## src/rtl/rob_ctrl_if.sv

```systemverilog
// rob_ctrl_if: bundles the rename, commit and fetch-redirect signals of the
// reorder-buffer occupancy controller.
//   master : environment side (rename / commit / pipeline status), drives
//            alloc_req_v, retire_num, head_exc, head_pc, pipe_idle
//   slave  : rob_ctrl side, drives alloc_ready, alloc_idx, rob_head/tail/count,
//            rob_empty/full, flush, redirect_v, redirect_pc
interface rob_ctrl_if #(
  parameter int ROB_DEPTH  = 32,
  parameter int PTR_W      = $clog2(ROB_DEPTH),
  parameter int DECODE_NUM = 4,
  parameter int RETIRE_NUM = 4,
  parameter int PC         = 64
) ();
  localparam int RET_W = $clog2(RETIRE_NUM + 1);

  logic [DECODE_NUM-1:0]            alloc_req_v;
  logic                             alloc_ready;
  logic [DECODE_NUM-1:0][PTR_W-1:0] alloc_idx;
  logic [RET_W-1:0]                 retire_num;
  logic                             head_exc;
  logic [PC-1:0]                    head_pc;
  logic                             pipe_idle;
  logic [PTR_W-1:0]                 rob_head;
  logic [PTR_W-1:0]                 rob_tail;
  logic [PTR_W:0]                   rob_count;
  logic                             rob_empty;
  logic                             rob_full;
  logic                             flush;
  logic                             redirect_v;
  logic [PC-1:0]                    redirect_pc;

  modport master (
    output alloc_req_v, retire_num, head_exc, head_pc, pipe_idle,
    input  alloc_ready, alloc_idx, rob_head, rob_tail, rob_count,
           rob_empty, rob_full, flush, redirect_v, redirect_pc
  );

  modport slave (
    input  alloc_req_v, retire_num, head_exc, head_pc, pipe_idle,
    output alloc_ready, alloc_idx, rob_head, rob_tail, rob_count,
           rob_empty, rob_full, flush, redirect_v, redirect_pc
  );
endinterface

```

## src/rtl/rob_ctrl.sv

```systemverilog
// rob_ctrl: occupancy and recovery controller for the reorder buffer.
// Hands out ROB indices to rename, tracks head/tail/count as entries are
// allocated and retired, and on an exception at the head runs the
// RUN -> FLUSH -> REDIRECT recovery sequence.
// Ports:
//   clk   : clock, all state updates on the rising edge
//   rst_n : asynchronous active-low reset
//   bus   : rob_ctrl_if.slave (allocation, retire, head status, occupancy,
//           flush level and fetch redirect pulse)
module rob_ctrl #(
  parameter int ROB_DEPTH  = 32,
  parameter int PTR_W      = $clog2(ROB_DEPTH),
  parameter int DECODE_NUM = 4,
  parameter int RETIRE_NUM = 4,
  parameter int PC         = 64
) (
  input  logic        clk,
  input  logic        rst_n,
  rob_ctrl_if.slave   bus
);

  localparam int CNT_W = PTR_W + 1;
  localparam int RET_W = $clog2(RETIRE_NUM + 1);

  typedef enum logic [1:0] {
    ST_RUN      = 2'd0,
    ST_FLUSH    = 2'd1,
    ST_REDIRECT = 2'd2
  } state_e;

  // Number of set bits in the rename slot mask.
  function automatic logic [CNT_W-1:0] popcount(input logic [DECODE_NUM-1:0] v);
    logic [CNT_W-1:0] n;
    n = '0;
    for (int i = 0; i < DECODE_NUM; i++) begin
      n = n + CNT_W'(v[i]);
    end
    return n;
  endfunction

  state_e           state_q, state_d;
  logic [PTR_W-1:0] head_q, head_d;
  logic [PTR_W-1:0] tail_q, tail_d;
  logic [CNT_W-1:0] count_q, count_d;
  logic [PC-1:0]    redirect_pc_q, redirect_pc_d;

  logic [RET_W-1:0] ret_raw_s;
  logic [CNT_W-1:0] ret_ext_s;
  logic [CNT_W-1:0] ret_eff_s;
  logic [CNT_W-1:0] alloc_n_s;
  logic [CNT_W-1:0] alloc_add_s;
  logic [CNT_W-1:0] free_s;
  logic             run_s;
  logic             alloc_ready_s;
  logic             alloc_fire_s;
  logic             exc_take_s;

  assign ret_raw_s = bus.retire_num;

  // Allocation / retire arithmetic from current state and inputs.
  always_comb begin
    run_s     = (state_q == ST_RUN);
    alloc_n_s = popcount(bus.alloc_req_v);
    // count_q never exceeds ROB_DEPTH, so this never underflows.
    free_s    = CNT_W'(ROB_DEPTH) - count_q;
    ret_ext_s = CNT_W'(ret_raw_s);
    // Retiring more than is valid is a commit-stage error; clamp it.
    if (ret_ext_s > count_q) begin
      ret_eff_s = count_q;
    end else begin
      ret_eff_s = ret_ext_s;
    end
    // Space check deliberately ignores a same-cycle retire.
    alloc_ready_s = run_s && (free_s >= alloc_n_s);
    alloc_fire_s  = alloc_ready_s && (alloc_n_s != '0);
    if (alloc_fire_s) begin
      alloc_add_s = alloc_n_s;
    end else begin
      alloc_add_s = '0;
    end
    exc_take_s = run_s && bus.head_exc && (count_q != '0);
  end

  // Next-state logic for the recovery FSM and the pointers.
  always_comb begin
    state_d       = state_q;
    head_d        = head_q;
    tail_d        = tail_q;
    count_d       = count_q;
    redirect_pc_d = redirect_pc_q;
    case (state_q)
      ST_RUN: begin
        if (exc_take_s) begin
          // Faulting head is not retired; everything younger is dropped.
          state_d       = ST_FLUSH;
          tail_d        = head_q;
          count_d       = '0;
          redirect_pc_d = bus.head_pc;
        end else begin
          state_d = ST_RUN;
          tail_d  = tail_q + alloc_add_s[PTR_W-1:0];
          head_d  = head_q + ret_eff_s[PTR_W-1:0];
          count_d = count_q + alloc_add_s - ret_eff_s;
        end
      end
      ST_FLUSH: begin
        if (bus.pipe_idle) begin
          state_d = ST_REDIRECT;
        end else begin
          state_d = ST_FLUSH;
        end
      end
      ST_REDIRECT: begin
        state_d = ST_RUN;
      end
      default: begin
        state_d = ST_RUN;
      end
    endcase
  end

  // State and pointer registers.
  always_ff @(posedge clk or negedge rst_n) begin
    if (!rst_n) begin
      state_q       <= ST_RUN;
      head_q        <= '0;
      tail_q        <= '0;
      count_q       <= '0;
      redirect_pc_q <= '0;
    end else begin
      state_q       <= state_d;
      head_q        <= head_d;
      tail_q        <= tail_d;
      count_q       <= count_d;
      redirect_pc_q <= redirect_pc_d;
    end
  end

  // Slot indices follow the tail; no input dependency.
  always_comb begin
    for (int i = 0; i < DECODE_NUM; i++) begin
      bus.alloc_idx[i] = tail_q + PTR_W'(i);
    end
  end

  assign bus.alloc_ready = alloc_ready_s;
  assign bus.rob_head    = head_q;
  assign bus.rob_tail    = tail_q;
  assign bus.rob_count   = count_q;
  assign bus.rob_empty   = (count_q == '0);
  assign bus.rob_full    = (count_q == CNT_W'(ROB_DEPTH));
  assign bus.flush       = (state_q == ST_FLUSH);
  assign bus.redirect_v  = (state_q == ST_REDIRECT);
  assign bus.redirect_pc = redirect_pc_q;

endmodule

```

## src/flat_wrapper.sv

```systemverilog
// flat-port wrapper written by rule: the top's interface ports become plain ports
module rob_ctrl_flat 
#(
  parameter int ROB_DEPTH  = 32,
  parameter int PTR_W      = $clog2(ROB_DEPTH),
  parameter int DECODE_NUM = 4,
  parameter int RETIRE_NUM = 4,
  parameter int PC         = 64
)
  (clk, rst_n, bus_alloc_req_v, bus_retire_num, bus_head_exc, bus_head_pc, bus_pipe_idle, bus_alloc_ready, bus_alloc_idx, bus_rob_head, bus_rob_tail, bus_rob_count, bus_rob_empty, bus_rob_full, bus_flush, bus_redirect_v, bus_redirect_pc);
  rob_ctrl_if #(.ROB_DEPTH(ROB_DEPTH), .PTR_W(PTR_W), .DECODE_NUM(DECODE_NUM), .RETIRE_NUM(RETIRE_NUM), .PC(PC)) bus_i ();
  input  logic clk;
  input  logic rst_n;
  input wire logic [$bits(bus_i.alloc_req_v)-1:0] bus_alloc_req_v;
  input wire logic [$bits(bus_i.retire_num)-1:0] bus_retire_num;
  input wire logic [$bits(bus_i.head_exc)-1:0] bus_head_exc;
  input wire logic [$bits(bus_i.head_pc)-1:0] bus_head_pc;
  input wire logic [$bits(bus_i.pipe_idle)-1:0] bus_pipe_idle;
  output wire logic [$bits(bus_i.alloc_ready)-1:0] bus_alloc_ready;
  output wire logic [$bits(bus_i.alloc_idx)-1:0] bus_alloc_idx;
  output wire logic [$bits(bus_i.rob_head)-1:0] bus_rob_head;
  output wire logic [$bits(bus_i.rob_tail)-1:0] bus_rob_tail;
  output wire logic [$bits(bus_i.rob_count)-1:0] bus_rob_count;
  output wire logic [$bits(bus_i.rob_empty)-1:0] bus_rob_empty;
  output wire logic [$bits(bus_i.rob_full)-1:0] bus_rob_full;
  output wire logic [$bits(bus_i.flush)-1:0] bus_flush;
  output wire logic [$bits(bus_i.redirect_v)-1:0] bus_redirect_v;
  output wire logic [$bits(bus_i.redirect_pc)-1:0] bus_redirect_pc;
  assign bus_i.alloc_req_v = bus_alloc_req_v;
  assign bus_i.retire_num = bus_retire_num;
  assign bus_i.head_exc = bus_head_exc;
  assign bus_i.head_pc = bus_head_pc;
  assign bus_i.pipe_idle = bus_pipe_idle;
  assign bus_alloc_ready = bus_i.alloc_ready;
  assign bus_alloc_idx = bus_i.alloc_idx;
  assign bus_rob_head = bus_i.rob_head;
  assign bus_rob_tail = bus_i.rob_tail;
  assign bus_rob_count = bus_i.rob_count;
  assign bus_rob_empty = bus_i.rob_empty;
  assign bus_rob_full = bus_i.rob_full;
  assign bus_flush = bus_i.flush;
  assign bus_redirect_v = bus_i.redirect_v;
  assign bus_redirect_pc = bus_i.redirect_pc;
  rob_ctrl #(.ROB_DEPTH(ROB_DEPTH), .PTR_W(PTR_W), .DECODE_NUM(DECODE_NUM), .RETIRE_NUM(RETIRE_NUM), .PC(PC)) u_core (.clk(clk), .rst_n(rst_n), .bus(bus_i));
endmodule
```

## config.mk

```make
export PLATFORM = sky130hd
export DESIGN_NAME = rob_ctrl_flat
export DESIGN_NICKNAME = d
export VERILOG_FILES = /design/src/rtl/rob_ctrl_if.sv /design/src/rtl/rob_ctrl.sv /design/src/flat_wrapper.sv
export SDC_FILE = /design/constraint.sdc
export NUM_CORES = 1
export LEC_CHECK = 0
export ABC_AREA = 1
export CAP_MARGIN = 10
export CORE_ASPECT_RATIO = 0.8
export CORE_MARGIN = 2
export CORE_UTILIZATION = 45
export DETAILED_ROUTE_END_ITERATION = 8
export PLACE_DENSITY = 0.87
export SLEW_MARGIN = 20
export SYNTH_ARGS = -nofsm -noshare
export SYNTH_HDL_FRONTEND = slang
export SYNTH_SLANG_ARGS = --single-unit
```

## constraint.sdc

```tcl
create_clock -name clk -period 8.1 [get_ports clk]
set_input_delay 1.215 -clock clk [delete_from_list [all_inputs] [get_ports clk]]
set_output_delay 1.215 -clock clk [all_outputs]
set_load 0.01 [all_outputs]
```

* After elaboration in Yosys (flattened, before gate mapping)
Index checks and enable logic that the tools add are counted.
** Storage, ports and cells
- Register bits :: 82
- Input bits :: 75
- Output and inout port bits :: 105
- Logic and storage cells :: 39
** Cells by class
- Add/subtract/negate cells :: 11
- Order comparisons :: 2
- Equality and inequality tests :: 3
- Multiplexer cells :: 7
- Bitwise gates (word level) :: 1
- Reductions and logical operators :: 10
** Operators by type and width (number)
- $mux 6 :: 3
- $add 6x1->6 :: 2
- $reduce_bool 6->1 :: 2
- $add 5x2->5 const B :: 2
- $add 5x5->5 :: 2
- $add 6x6->6 :: 1
- $eq 6x6->1 const B :: 1
- $ge 6x6->1 :: 1
- $gt 3x6->1 :: 1
- $logic_not 6->1 :: 1
- $sub 6x6->6 :: 1
- $sub 6x6->6 const A :: 1
- $add 5x1->5 const B :: 1
- $mux 5 :: 1
- $logic_and 1x1->1 :: 4
- $pmux 2 s2 :: 1
- $reduce_and 2->1 :: 2
- $add 1x1->2 :: 1
- $eq 2x1->1 const B :: 1
- $eq 2x2->1 const B :: 1
- $logic_not 2->1 :: 1
- $mux 2 :: 1
- $mux 1 :: 1
- $not 1->1 :: 1

* Logic depth before layout (Yosys ltp)
- Word-level depth :: 10
- Gate-level depth with buffers :: 29
- Gate-level depth less buffers :: 29

* Worst setup path before layout
No wires, ideal clock.
- Path kind :: input to register
- Start point :: in bus_alloc_req_v[0]
- End point :: reg u_core.count_q[5] (netlist: u_core.bus.rob_count[5])
- Library setup time :: 127 ps
- Arrival :: 4466 ps
- Required time :: 7973 ps
- Path slack :: 3507 ps
- Cell stages on the path :: 25
- Buffers on the path :: 0
- Path through :: ha_1 -> inv_1 -> fa_1 -> inv_1 -> ha_1 -> inv_1 -> ha_1 -> nand2_1 -> nand2_1 -> nand2_1 -> nand2_2 -> nor2_4 -> nor2_4 -> inv_1 -> nor2_1 -> fa_1 -> ha_1 -> nand2_1 -> nand2_1 -> a31oi_1 -> nor2_1 -> o21ai_0 -> nand2_1 -> xnor2_1 -> o22ai_1
** Between the ends
- Cells in the longest elaborated chain, start to end :: 10
- Elaborated cells on any way between the ends :: 11
- Classes of those cells :: add/sub: 5; order compare: 1; mux: 2; reduce/logical: 3
** Ends and longest elaborated chain
- start, declared :: RTL line flat_wrapper.sv:14 : input wire logic [$bits(bus_i.alloc_req_v)-1:0] bus_alloc_req_v;
- $add 1x1->2 :: RTL line rob_ctrl.sv:36 : n = n + CNT_W'(v[i]);
- $add 6x1->6 (2 in series) :: RTL line rob_ctrl.sv:36
- $ge 6x6->1 :: RTL line rob_ctrl.sv:74 : alloc_ready_s = run_s && (free_s >= alloc_n_s);
- $logic_and 1x1->1 :: RTL line rob_ctrl.sv:74
- named net bus_alloc_ready :: RTL line flat_wrapper.sv:19 : output wire logic [$bits(bus_i.alloc_ready)-1:0] bus_alloc_ready;
- $logic_and 1x1->1 :: RTL line rob_ctrl.sv:75 : alloc_fire_s = alloc_ready_s && (alloc_n_s != '0);
- $mux 6 :: RTL line rob_ctrl.sv:76 : if (alloc_fire_s) begin
- $add 6x6->6 :: RTL line rob_ctrl.sv:103 : count_d = count_q + alloc_add_s - ret_eff_s;
- $sub 6x6->6 :: RTL line rob_ctrl.sv:103
- $mux 6 :: RTL line rob_ctrl.sv:93 : if (exc_take_s) begin
- end signal, assigned :: RTL line rob_ctrl.sv:134 : count_q <= count_d;
- end, declared :: RTL line rob_ctrl.sv:44 : logic [CNT_W-1:0] count_q, count_d;
The timed path passes the listed nets, and every way through them passes these cells.
A chain may end at the register's enable or synchronous reset.

* Worst setup path after layout
- Start point :: in bus_alloc_req_v[1]
- End point :: reg u_core.count_q[5] (netlist: u_core.bus.rob_count[5])
** Between the ends
- Cells in the longest elaborated chain, start to end :: 10
- Elaborated cells on any way between the ends :: 11
- Classes of those cells :: add/sub: 5; order compare: 1; mux: 2; reduce/logical: 3
** Ends and longest elaborated chain (RTL line)
- $add 1x1->2 (*) :: rob_ctrl.sv:36
- $add 6x1->6 (*) (2 in series) :: rob_ctrl.sv:36
- $ge 6x6->1 :: rob_ctrl.sv:74
- $logic_and 1x1->1 :: rob_ctrl.sv:74
- $logic_and 1x1->1 :: rob_ctrl.sv:75
- $mux 6 (*) :: rob_ctrl.sv:76
- $add 6x6->6 (*) :: rob_ctrl.sv:103
- $sub 6x6->6 (*) :: rob_ctrl.sv:103
- $mux 6 (*) :: rob_ctrl.sv:93
Every way passes the cells marked *; elsewhere a longest branch is shown, timed or not.

==> impl_metrics.csv <==
group,metric,value,unit
setup_path,cp.required,8.30,ns
synth,synth_top_area_share,0.478,
floorplan,pin_count,180,
synth,yosysTopAreaCell,"dfrtp_1",
cts,post_cts_resized,0,
grt,antenna_found_initial,0,
power_and_ir_drop,internal_power,1.65,mW
synth,ys_ff_latch,82,
detailed_routing,ant_nets,0,
place,hpwl,8690,µm
grt,globalRouteMet3Util,0.0688,
timing,min_period,5.17,ns
setup_path,cp-start-kind,"input pin",
synth,synth_seq_area_share,0.478,
floorplan,fp.dieW,113,µm
synth,ys_async_sr_fraction,1.00,
synth,synth.distinct_cells,31,
cts,cts_buffers,9,
power_and_ir_drop,p_seq_frac,0.274,
detailed_routing,first_pass_iters,6,
detailed_routing,routed_via_density,4.97,
final_layout,regArea,2050,µm²
timing,fin_crit_sh,0.638,
setup_path,critPathMaxFanout,4,
setup_path,path_class,"input pin to register",
synth,synth.top_cells.by_area,"dfrtp_1 (48%), nand2_1 (21%), ha_1 (7.9%)",
cts,htree_levels,3,
final_layout,final_util,0.696,
synth,synth_fp_nets,629,
status,violations,"design-rule violations",
synth,synth_commonest_cells,"nand2_1 (241), dfrtp_1 (82), inv_1 (47), ha_1 (27), xor2_1 (13)",
place,placement.io_buffers,179,
cts,cts.path.max_buffers,2,
timing,setup_viol,0,
final_layout,area_growth,48.5,%
grt,grt_util_met2,0.394,
timing,skew,0.00636,ns
grt,grt_pass1_wl,19400,µm
cts,postCtsHoldBufs,0,
synth,synth.avg_cell_area,8.20,µm²
synth,synth_edf_count,0,
floorplan,die_h,91.3,µm
place,gp_congestion,0.875,
detailed_routing,routedWlPerCell,14.5,µm
timing,max_slew_margin,0.364,
cts,cts_sinks,82,
synth,syn_area,4290,µm²
floorplan,fp-row-count,31,
floorplan,fp.coreArea,9150,µm²
final_layout,antennaDiodeCount,0,
grt,grt_pass1_vias,4200,
setup_path,cp_data_arrival_time,5.37,ns
grt,globalRouteOverflowTotal,0,
synth,yosysMostFrequentCell,"nand2_1",
setup_path,cp-end-kind,"register",
floorplan,die_area,10300,µm²
cts,post_cts_buffers,0,
timing,setup_tns,0,ns
cts,clk_latency,0.33,ns
power_and_ir_drop,power_density,442,nW/µm²
synth,synthCells,523,
timing,slew_violations,0,
detailed_routing,num_vias,4020,
power_and_ir_drop,net-switching-power,1.17,mW
cts,clk_pin_slew_worst_paths,0.06,ns
final_layout,multi_input_area,1890,µm²
detailed_routing,finalWirelength,11700,µm
grt,grt_use_met1,0.275,
grt,grt_max_degree,83,
power_and_ir_drop,power_switching_share,0.416,
timing,worstMarginPinSlew,0.954,ns
power_and_ir_drop,p_leak,3.20,nW
synth,yosysWarnings,0,
final_layout,nNetsFinal,795,
floorplan,start_util,0.469,
worst_hold_path,hp-class,"register to register",
final_layout,fill_cells,728,
timing,hold_viol,0,
timing,grt_setup_unrepaired,"false",
power_and_ir_drop,p_clk_frac,0.135,
status,status,"finished, violations left",
power_and_ir_drop,irDropWorstVdd,0.000221,V
flow_run,cap_violations,0,
timing,fmax,193,MHz
grt,track_usage,0.233,
cts,cts_tree,"yes",
synth,synth_top_flop_cell,"dfrtp_1",
detailed_routing,drc,11,
power_and_ir_drop,combinationalPowerShare,0.591,
grt,busiest_layer,"met2",
detailed_routing,first_iter_violations,228,
final_layout,drive_gt1_frac,0.0591,
cts,root_buffer,"clkbuf_16",
## logic make-up after synthesis
kind of cell / Yosys count / share of synthesized area
AOI/OAI and AO/OA: 33 / 0.0443
adders and majority gates: 31 / 0.0974
buffers and inverters: 80 / 0.0822
xor gates and xnor gates: 16 / 0.0327
DFF: 82 / 0.478
and+or+nand+nor: 280 / 0.264
other: 1 / 0.000874
## final timing paths
path                                       startpoint                    endpoint  slack [ns]  cells past startpoint
max                                bus_alloc_req_v[1]     u_core.bus.rob_count[5]        2.93                     26
min                        u_core.bus.redirect_pc[21]  u_core.bus.redirect_pc[21]        0.48                      2
max reg2reg                   u_core.bus.rob_count[0]      u_core.bus.rob_head[4]        3.88                     11
min reg2reg                u_core.bus.redirect_pc[21]  u_core.bus.redirect_pc[21]        0.48                      2
max in group asynchronous                       rst_n  u_core.bus.redirect_pc[10]        6.67                      1
min in group asynchronous                       rst_n  u_core.bus.redirect_pc[25]        0.93                      1
## power groups by stage
stage	combinational (mW)	clock, mW	sequential, mW
2_1_floorplan	0.823	0	0.835
3_3_place_gp	1.59	0	0.765
3_5_place_dp	1.66	0	0.772
4_1_cts	1.67	0.390	0.772
5_1_grt	1.83	0.412	0.798
6_report	1.67	0.380	0.772
## critical path, stage by stage
cell	delay, ns
clkdlybuf4s50_1	0.41
ha_1	0.28
inv_1	0.05
fa_1	0.52
inv_1	0.07
ha_1	0.30
inv_1	0.05
nand2_1	0.05
nand2_1	0.04
nand2_1	0.05
nand2_1	0.05
nand2_2	0.08
nor2_4	0.04
nor2_4	0.11
inv_1	0.07
nor2_1	0.19
fa_1	0.46
ha_1	0.37
nand2_1	0.09
nand2_1	0.06
a31oi_1	0.20
nor2_1	0.08
o21ai_0	0.14
nand2_1	0.10
xnor2_1	0.20
o22ai_1	0.09
## layout make-up
cell class | instances | share of cell area
Sequential cell | 82 | 0.322
Multi-Input combinational cell | 361 | 0.296
Timing Repair Buffer | 180 | 0.283
Clock buffer | 11 | 0.0381
Inverter | 55 | 0.0326
Tap cell | 115 | 0.0226
Clock inverter | 5 | 0.00628
## registers in the layout, summed over array words and instances (netlist names)
| register | count |
|---|---|
| u_core.bus.redirect_pc | 64 |
| u_core.state_q | 2 |
| u_core.bus.rob_head | 5 |
| u_core.bus.rob_tail | 5 |
| u_core.bus.rob_count | 6 |
## per-stage QoR
stage	cells	setup slack [ns]	hold WS (ns)	cell area [µm²]	power, mW
3_5_place_dp	793	2.66	0.464	6080	2.43
3_3_place_gp	793	2.97	0.461	6080	2.35
4_1_cts	809	3.00	0.480	6370	2.83
5_1_grt	809	2.68	0.504	6370	3.04
6_report	809	2.93	0.476	6370	2.82
2_1_floorplan	523	3.51	0.514	4290	1.66
## layer usage
metal	share of wire	wire length, µm	vias up
li1	-	-	1920
met1	0.41	4790	1897
met2	0.49	5740	172
met3	0.074	865	31
met4	0.028	323	0
met5	0	0	-
## layout by cell type, fill, tap and decap left out, types with 3 or more instances in the layout
master,instances
nand2_1,241
clkdlybuf4s50_1,178
dfrtp_1,82
inv_1,47
ha_1,27
xor2_1,13
nor2_1,11
nand3_1,10
clkbuf_16,9
inv_2,7
o21ai_1,7
o21ai_0,7
a21oi_1,7
nand2_2,5
o22ai_1,5
nor2_2,4
fa_1,4
xnor2_1,3
clkinvlp_4,3
Power figures use the tool's default switching activity.
